### src/rtl/fib_pkg.sv
// Shared types and constants for the Fibonacci stream generator.
// Optional feature macro: FIB_SEED_EN (user-supplied seeds instead of 0/1).
package fib_pkg;

  typedef enum logic [1:0] {
    IDLE = 2'd0,
    RUN  = 2'd1,
    DONE = 2'd2
  } fib_state_e;

  // Seeds used when FIB_SEED_EN is not defined
  localparam int FIB_SEED0 = 0;
  localparam int FIB_SEED1 = 1;

endpackage

### src/rtl/fib_stream_gen_if.sv
// Command + term-stream bundle for fib_stream_gen.
// slave = generator side, master = requester/consumer side.
// Optional feature macro: FIB_SEED_EN adds seed0/seed1.
interface fib_stream_gen_if #(
  parameter int W  = 8,
  parameter int CW = 8
);
  logic          start;
  logic          start_ready;
  logic [CW-1:0] n;
  logic          abort;
  logic          out_valid;
  logic          out_ready;
  logic [W-1:0]  out_data;
  logic [CW-1:0] out_idx;
  logic          ovf;
  logic          done;
`ifdef FIB_SEED_EN
  logic [W-1:0]  seed0;
  logic [W-1:0]  seed1;

  modport slave (
    input  start, n, abort, out_ready, seed0, seed1,
    output start_ready, out_valid, out_data, out_idx, ovf, done
  );
  modport master (
    output start, n, abort, out_ready, seed0, seed1,
    input  start_ready, out_valid, out_data, out_idx, ovf, done
  );
`else
  modport slave (
    input  start, n, abort, out_ready,
    output start_ready, out_valid, out_data, out_idx, ovf, done
  );
  modport master (
    output start, n, abort, out_ready,
    input  start_ready, out_valid, out_data, out_idx, ovf, done
  );
`endif
endinterface

### src/rtl/fib_add_sat.sv
// W-bit adder with carry out; SAT=1 clamps the sum to all-ones on carry.
module fib_add_sat #(
  parameter int W   = 8,
  parameter int SAT = 0
) (
  input  logic [W-1:0] a,
  input  logic [W-1:0] b,
  output logic [W-1:0] sum,
  output logic         carry
);

  logic [W:0] full;

  assign full  = {1'b0, a} + {1'b0, b};
  assign carry = full[W];

  // Saturating or wrapping result selected at elaboration
  generate
    if (SAT != 0) begin : g_sat
      assign sum = carry ? {W{1'b1}} : full[W-1:0];
    end else begin : g_wrap
      assign sum = full[W-1:0];
    end
  endgenerate

endmodule

### src/rtl/fib_stream_gen.sv
// Fibonacci term generator: accepts a count n, streams F(0)..F(n-1) with
// valid/ready, flags overflow, pulses done after the last term.
// Optional feature macro: FIB_SEED_EN (F(0)/F(1) taken from seed0/seed1).
module fib_stream_gen
  import fib_pkg::*;
#(
  parameter int W   = 8,
  parameter int CW  = 8,
  parameter int SAT = 0
) (
  input logic             clk,
  input logic             rst_n,
  fib_stream_gen_if.slave bus
);

  fib_state_e    state_q, state_d;
  logic [W-1:0]  a_q, a_d;       // term currently shown, F(k)
  logic [W-1:0]  b_q, b_d;       // next term, F(k+1)
  logic          bovf_q, bovf_d; // true value of b has exceeded W bits
  logic [CW-1:0] rem_q, rem_d;
  logic [W-1:0]  data_q, data_d;
  logic [CW-1:0] idx_q, idx_d;
  logic          ovf_q, ovf_d;

  logic [W-1:0]  f0, f1;
  logic [W-1:0]  sum;
  logic          carry;

`ifdef FIB_SEED_EN
  assign f0 = bus.seed0;
  assign f1 = bus.seed1;
`else
  assign f0 = W'(FIB_SEED0);
  assign f1 = W'(FIB_SEED1);
`endif

  fib_add_sat #(.W(W), .SAT(SAT)) u_add (
    .a    (a_q),
    .b    (b_q),
    .sum  (sum),
    .carry(carry)
  );

  // Next-state: command accept, term advance on handshake, abort, done
  always_comb begin
    state_d = state_q;
    a_d     = a_q;
    b_d     = b_q;
    bovf_d  = bovf_q;
    rem_d   = rem_q;
    data_d  = data_q;
    idx_d   = idx_q;
    ovf_d   = ovf_q;
    case (state_q)
      IDLE: begin
        if (bus.start) begin
          a_d     = f0;
          b_d     = f1;
          bovf_d  = 1'b0;
          rem_d   = bus.n;
          data_d  = f0;
          idx_d   = '0;
          ovf_d   = 1'b0;
          state_d = (bus.n != '0) ? RUN : DONE;
        end
      end
      RUN: begin
        if (bus.abort) begin
          state_d = IDLE;
        end else if (bus.out_ready) begin
          rem_d = rem_q - CW'(1);
          if (rem_q == CW'(1)) begin
            // last term consumed; outputs keep showing it
            state_d = DONE;
          end else begin
            data_d = b_q;
            a_d    = b_q;
            b_d    = sum;
            // ovf follows the shown term, so it lags the carry by one step
            ovf_d  = ovf_q | bovf_q;
            bovf_d = bovf_q | carry;
            idx_d  = idx_q + CW'(1);
          end
        end
      end
      DONE:    state_d = IDLE;
      default: state_d = IDLE;
    endcase
  end

  // State registers, asynchronously reset
  always_ff @(posedge clk or negedge rst_n) begin
    if (!rst_n) begin
      state_q <= IDLE;
      a_q     <= '0;
      b_q     <= W'(1);
      bovf_q  <= 1'b0;
      rem_q   <= '0;
      data_q  <= '0;
      idx_q   <= '0;
      ovf_q   <= 1'b0;
    end else begin
      state_q <= state_d;
      a_q     <= a_d;
      b_q     <= b_d;
      bovf_q  <= bovf_d;
      rem_q   <= rem_d;
      data_q  <= data_d;
      idx_q   <= idx_d;
      ovf_q   <= ovf_d;
    end
  end

  assign bus.start_ready = (state_q == IDLE);
  assign bus.out_valid   = (state_q == RUN);
  assign bus.done        = (state_q == DONE);
  assign bus.out_data    = data_q;
  assign bus.out_idx     = idx_q;
  assign bus.ovf         = ovf_q;

endmodule
### src/flat_wrapper.sv
// flat-port wrapper written by rule: the top's interface ports become plain ports
module fib_stream_gen_flat import fib_pkg::*;
#(
  parameter int W   = 8,
  parameter int CW  = 8,
  parameter int SAT = 0
)
  (clk, rst_n, bus_start, bus_n, bus_abort, bus_out_ready, bus_start_ready, bus_out_valid, bus_out_data, bus_out_idx, bus_ovf, bus_done);
  fib_stream_gen_if #(.W(W), .CW(CW)) bus_i ();
  input logic clk;
  input logic rst_n;
  input wire logic [$bits(bus_i.start)-1:0] bus_start;
  input wire logic [$bits(bus_i.n)-1:0] bus_n;
  input wire logic [$bits(bus_i.abort)-1:0] bus_abort;
  input wire logic [$bits(bus_i.out_ready)-1:0] bus_out_ready;
  output wire logic [$bits(bus_i.start_ready)-1:0] bus_start_ready;
  output wire logic [$bits(bus_i.out_valid)-1:0] bus_out_valid;
  output wire logic [$bits(bus_i.out_data)-1:0] bus_out_data;
  output wire logic [$bits(bus_i.out_idx)-1:0] bus_out_idx;
  output wire logic [$bits(bus_i.ovf)-1:0] bus_ovf;
  output wire logic [$bits(bus_i.done)-1:0] bus_done;
  assign bus_i.start = bus_start;
  assign bus_i.n = bus_n;
  assign bus_i.abort = bus_abort;
  assign bus_i.out_ready = bus_out_ready;
  assign bus_start_ready = bus_i.start_ready;
  assign bus_out_valid = bus_i.out_valid;
  assign bus_out_data = bus_i.out_data;
  assign bus_out_idx = bus_i.out_idx;
  assign bus_ovf = bus_i.ovf;
  assign bus_done = bus_i.done;
  fib_stream_gen #(.W(W), .CW(CW), .SAT(SAT)) u_core (.clk(clk), .rst_n(rst_n), .bus(bus_i));
endmodule
### config.mk
export PLATFORM = sky130hd
export DESIGN_NAME = fib_stream_gen_flat
export DESIGN_NICKNAME = d
export VERILOG_FILES = /design/src/rtl/fib_pkg.sv /design/src/rtl/fib_stream_gen_if.sv /design/src/rtl/fib_add_sat.sv /design/src/rtl/fib_stream_gen.sv /design/src/flat_wrapper.sv
export SDC_FILE = /design/constraint.sdc
export NUM_CORES = 1
export LEC_CHECK = 0
export BUFFER_PORTS_ARGS = -buffer_cell sky130_fd_sc_hd__buf_2
export CORE_UTILIZATION = 30
export CTS_BUF_LIST = sky130_fd_sc_hd__clkbuf_2 sky130_fd_sc_hd__clkbuf_4 sky130_fd_sc_hd__clkbuf_8
export DETAILED_ROUTE_END_ITERATION = 8
export PLACE_DENSITY = 0.52
export RECOVER_POWER = 25
export SLEW_MARGIN = 0
export SYNTH_ARGS = -nofsm -noshare
export SYNTH_HDL_FRONTEND = slang
export SYNTH_SLANG_ARGS = --single-unit
### constraint.sdc
create_clock -name clk -period 4 [get_ports clk]
set_clock_uncertainty 0.15 [all_clocks]
set_input_delay 0.2 -clock clk [delete_from_list [all_inputs] [get_ports clk]]
set_output_delay 0.2 -clock clk [all_outputs]
set_load 0.03 [all_outputs]
==> flow_metrics.py <==
metrics = {
    "sta": {
        "min_period_ns": 2.36,
        "period_share_pct": 58.9,
        "fmax_ghz": 0.424,
        "setup_ws_ns": 1.64,
        "rsz0062_at_grt": "no",
        "worst_pin_slew_ns": 1.95,
        "hold_violations": 0,
        "setup_violations": 0,
        "slew_violations": 37,
        "tns_ns": 0,
        "relSlewSlack_pct": -30.3,
    },
    "layout": {
        "stdcell_area_mm2": 0.00241,
        "drive_gt1_share_pct": 12.7,
        "area_growth_pct": 17.1,
        "fin_util_pct": 37.0,
        "antenna_cells": 0,
        "nNetsFinal": 284,
        "final_cell_mix": "35 x nand2_1, 35 x dfrtp_1, 20 x o21ai_0",
    },
    "pwr": {
        "power.internal_mw": 0.848,
        "combPwrFrac_pct": 36.4,
        "p_clk_share_pct": 25.3,
        "power_switching_mw": 0.571,
        "finalPower_mw": 1.42,
        "vdd_drop_max_v": 0.000247,
        "cellLeakagePower_nw": 1.12,
        "cellPowerDensity_mw_per_mm2": 590,
        "p_seq_share_pct": 38.3,
        "p_sw_share_pct": 40.3,
    },
    "setup_path": {
        "crit_type": "register to register",
        "cp.arrival_ns": 2.39,
        "start_kind": "register",
        "endpoint_kind": "register",
        "cp.required_ns": 4.03,
        "cp_max_fo": 3,
    },
    "synth": {
        "synthCells": 227,
        "synthAdderAreaFrac_pct": 7.67,
        "ys_seq_elements": 36,
        "synth_edf_count": 0,
        "syn_area_mm2": 0.00205,
        "yosys.area.top_type": "dfrtp_1",
        "yosysUniqueCellTypes": 48,
        "async_flop_share_pct": 100,
        "synthMuxAreaShare_pct": 0.548,
        "synthesis.nets": 252,
        "synth_flop_cell": "dfrtp_1",
        "synth_top_area_share_pct": 42.6,
        "ys_seq_area_share_pct": 43.9,
        "yosysWarnings": 0,
        "yosys.area_share.simple_pct": 23.3,
        "synth_top_family_by_area": "simple AND/OR/NAND/NOR gates",
        "synth_xor_area_share_pct": 0.426,
        "synth-compound-area-share_pct": 21.2,
        "avgSynthCellArea_um2": 9.05,
        "synth_area_leaders": "dfrtp_1 43%, ha_1 6.7%, nand2_1 6.4%",
    },
    "cts": {
        "clk_root_buffer_cell": "clkbuf_8",
        "cts_buffers": 5,
        "insertion_delay_ns": 0.30,
        "path_clk_slew_ns": 0.08,
        "cts_tree": "yes",
        "htree_levels": 2,
        "clock_path_buffers": 2,
        "cts.sinks": 36,
        "cts_resized": 0,
    },
    "place": {
        "portBuffers": 32,
        "gp_congestion": 0.772,
        "dpl_worst_slack_ns": 1.66,
        "placed_area_mm2": 0.00228,
        "dp.final_hpwl_mm": 3.31,
    },
    "floorplanning": {
        "start_util_pct": 31.6,
        "fp.dieH_um": 84.8,
        "die-area_mm2": 0.00718,
        "core_mm2": 0.00649,
        "dieWidth_um": 84.8,
        "pin_count": 33,
        "num_rows": 29,
    },
    "status": {
        "violations": "DRC, capacitance limit, slew limit",
        "status": "finished, violations left",
    },
    "global_routing": {
        "antenna_found_initial": 0,
        "grt_max_degree": 37,
        "grt.overflow.total": 0,
        "use_met2_pct": 22.9,
        "use_met1_pct": 19.9,
        "grt_use_met3_pct": 3.83,
        "grt.total_usage_pct": 14.8,
        "grt_pass1_vias": 1663,
        "grt_first_pass_wirelength_mm": 8.31,
        "top_usage_layer": "met2",
    },
    "worst_hold_path": {
        "hold_path.class": "input port to register",
    },
    "drt": {
        "wl_per_cell_um": 14.5,
        "drt-total-wl_mm": 4.90,
        "drc": 1,
        "vias_per_cell": 5.38,
        "firstDrtPassIters": 9,
        "ant_nets": 0,
        "drtIter0Drc": 79,
        "dr_total_vias": 1813,
    },
    "flow_run": {
        "max_cap_viol_count": 1,
    },
}
## cell type report
cell class                      count  area (µm²)
Clock buffer                        7        96.3
Clock inverter                      1        30.0
Fill cell                         672        4090
Inverter                            4        15.0
Multi-Input combinational cell    176        1090
Sequential cell                    36         902
Tap cell                           77        96.3
Timing Repair Buffer               36         175
## path summary, 6_finish.rpt
check / slack, ns / cells past startpoint / to / start
worst min-delay path: 0.009 / 2 / u_core.rem_q[2] / bus_n[2]
max in group asynchronous: 1.74 / 2 / u_core.bus.out_idx[0] / rst_n
worst max-delay path: 1.64 / 6 / u_core.b_q[6] / u_core.bus.out_data[0]
worst min register to register: 0.35 / 2 / u_core.b_q[0] / u_core.b_q[0]
worst max register to register: 1.64 / 6 / u_core.b_q[6] / u_core.bus.out_data[0]
min in group asynchronous: 0.83 / 2 / u_core.rem_q[2] / rst_n
## layer usage
layer  part of all wire [%]  vias to the layer above
met1                     51                      873
met5                      0                        -
met2                     45                       26
met3                    3.3                        5
li1                       -                      909
met4                    1.3                        0
## cell families (layout without fill, tap and decap cells)
logic type,count (synthesis),count (layout)
XOR/XNOR,1,1
adder cells (fa/ha/maj),12,12
AND/OR/NAND/NOR,95,95
multiplexers,1,1
AO/OA/AOI/OAI,67,67
flip-flops,36,36
buffers and inverters,15,48
## power groups by stage
| stage | Combinational (mW) | Clock [mW] | Sequential, mW |
|---|---|---|---|
| after floorplan | 0.358 | 0 | 0.562 |
| after global placement | 0.521 | 0 | 0.549 |
| after detailed placement | 0.518 | 0 | 0.549 |
| after CTS | 0.525 | 0.367 | 0.542 |
| after global routing | 0.585 | 0.391 | 0.559 |
| final | 0.517 | 0.359 | 0.544 |
## per-stage QoR
stage	hold slack, ns	instances
CTS	0.00558	337
global route	0.0106	337
detailed placement	0.196	327
floorplan	-0.246	227
finish	0.00890	337
global placement	0.205	327
## flip-flops by register name, summed over array words and instances, names as in the netlist
| signal | count |
|---|---|
| u_core.rem_q | 8 |
| u_core.b_q | 8 |
| u_core.bus.ovf | 1 |
| u_core.bovf_q | 1 |
| u_core.bus.out_data | 8 |
| u_core.bus.out_idx | 8 |
| u_core.state_q | 2 |
## worst max-delay path, stage by stage (launching register included)
cell,delay (ns)
dfrtp_1,0.40
ha_1,0.25
fa_1,0.44
a211oi_1,0.35
o21bai_1,0.15
a211o_1,0.30
a41o_1,0.22
## what timing repair did
action,in CTS,in global routing
endpoints found under the hold margin,36,0
setup buffers,0,0
hold buffers,2,0
## cells in the mapped netlist (all sizes together), types with 2 or more instances
library cell / count
nor4: 4
ha: 11
or3: 7
o31ai: 4
inv: 4
nand4: 2
nand3: 14
and3: 2
nand2: 35
a221o: 2
nor3: 2
o41ai: 2
nand2b: 3
a211o: 3
o211ai: 3
nor2: 12
a211oi: 5
and2: 4
a21o: 2
o21ai: 20
buf: 5
a21oi: 16
clkbuf: 6
dfrtp: 35
or2: 3
a32oi: 2
(Power assumes the default switching activity.)
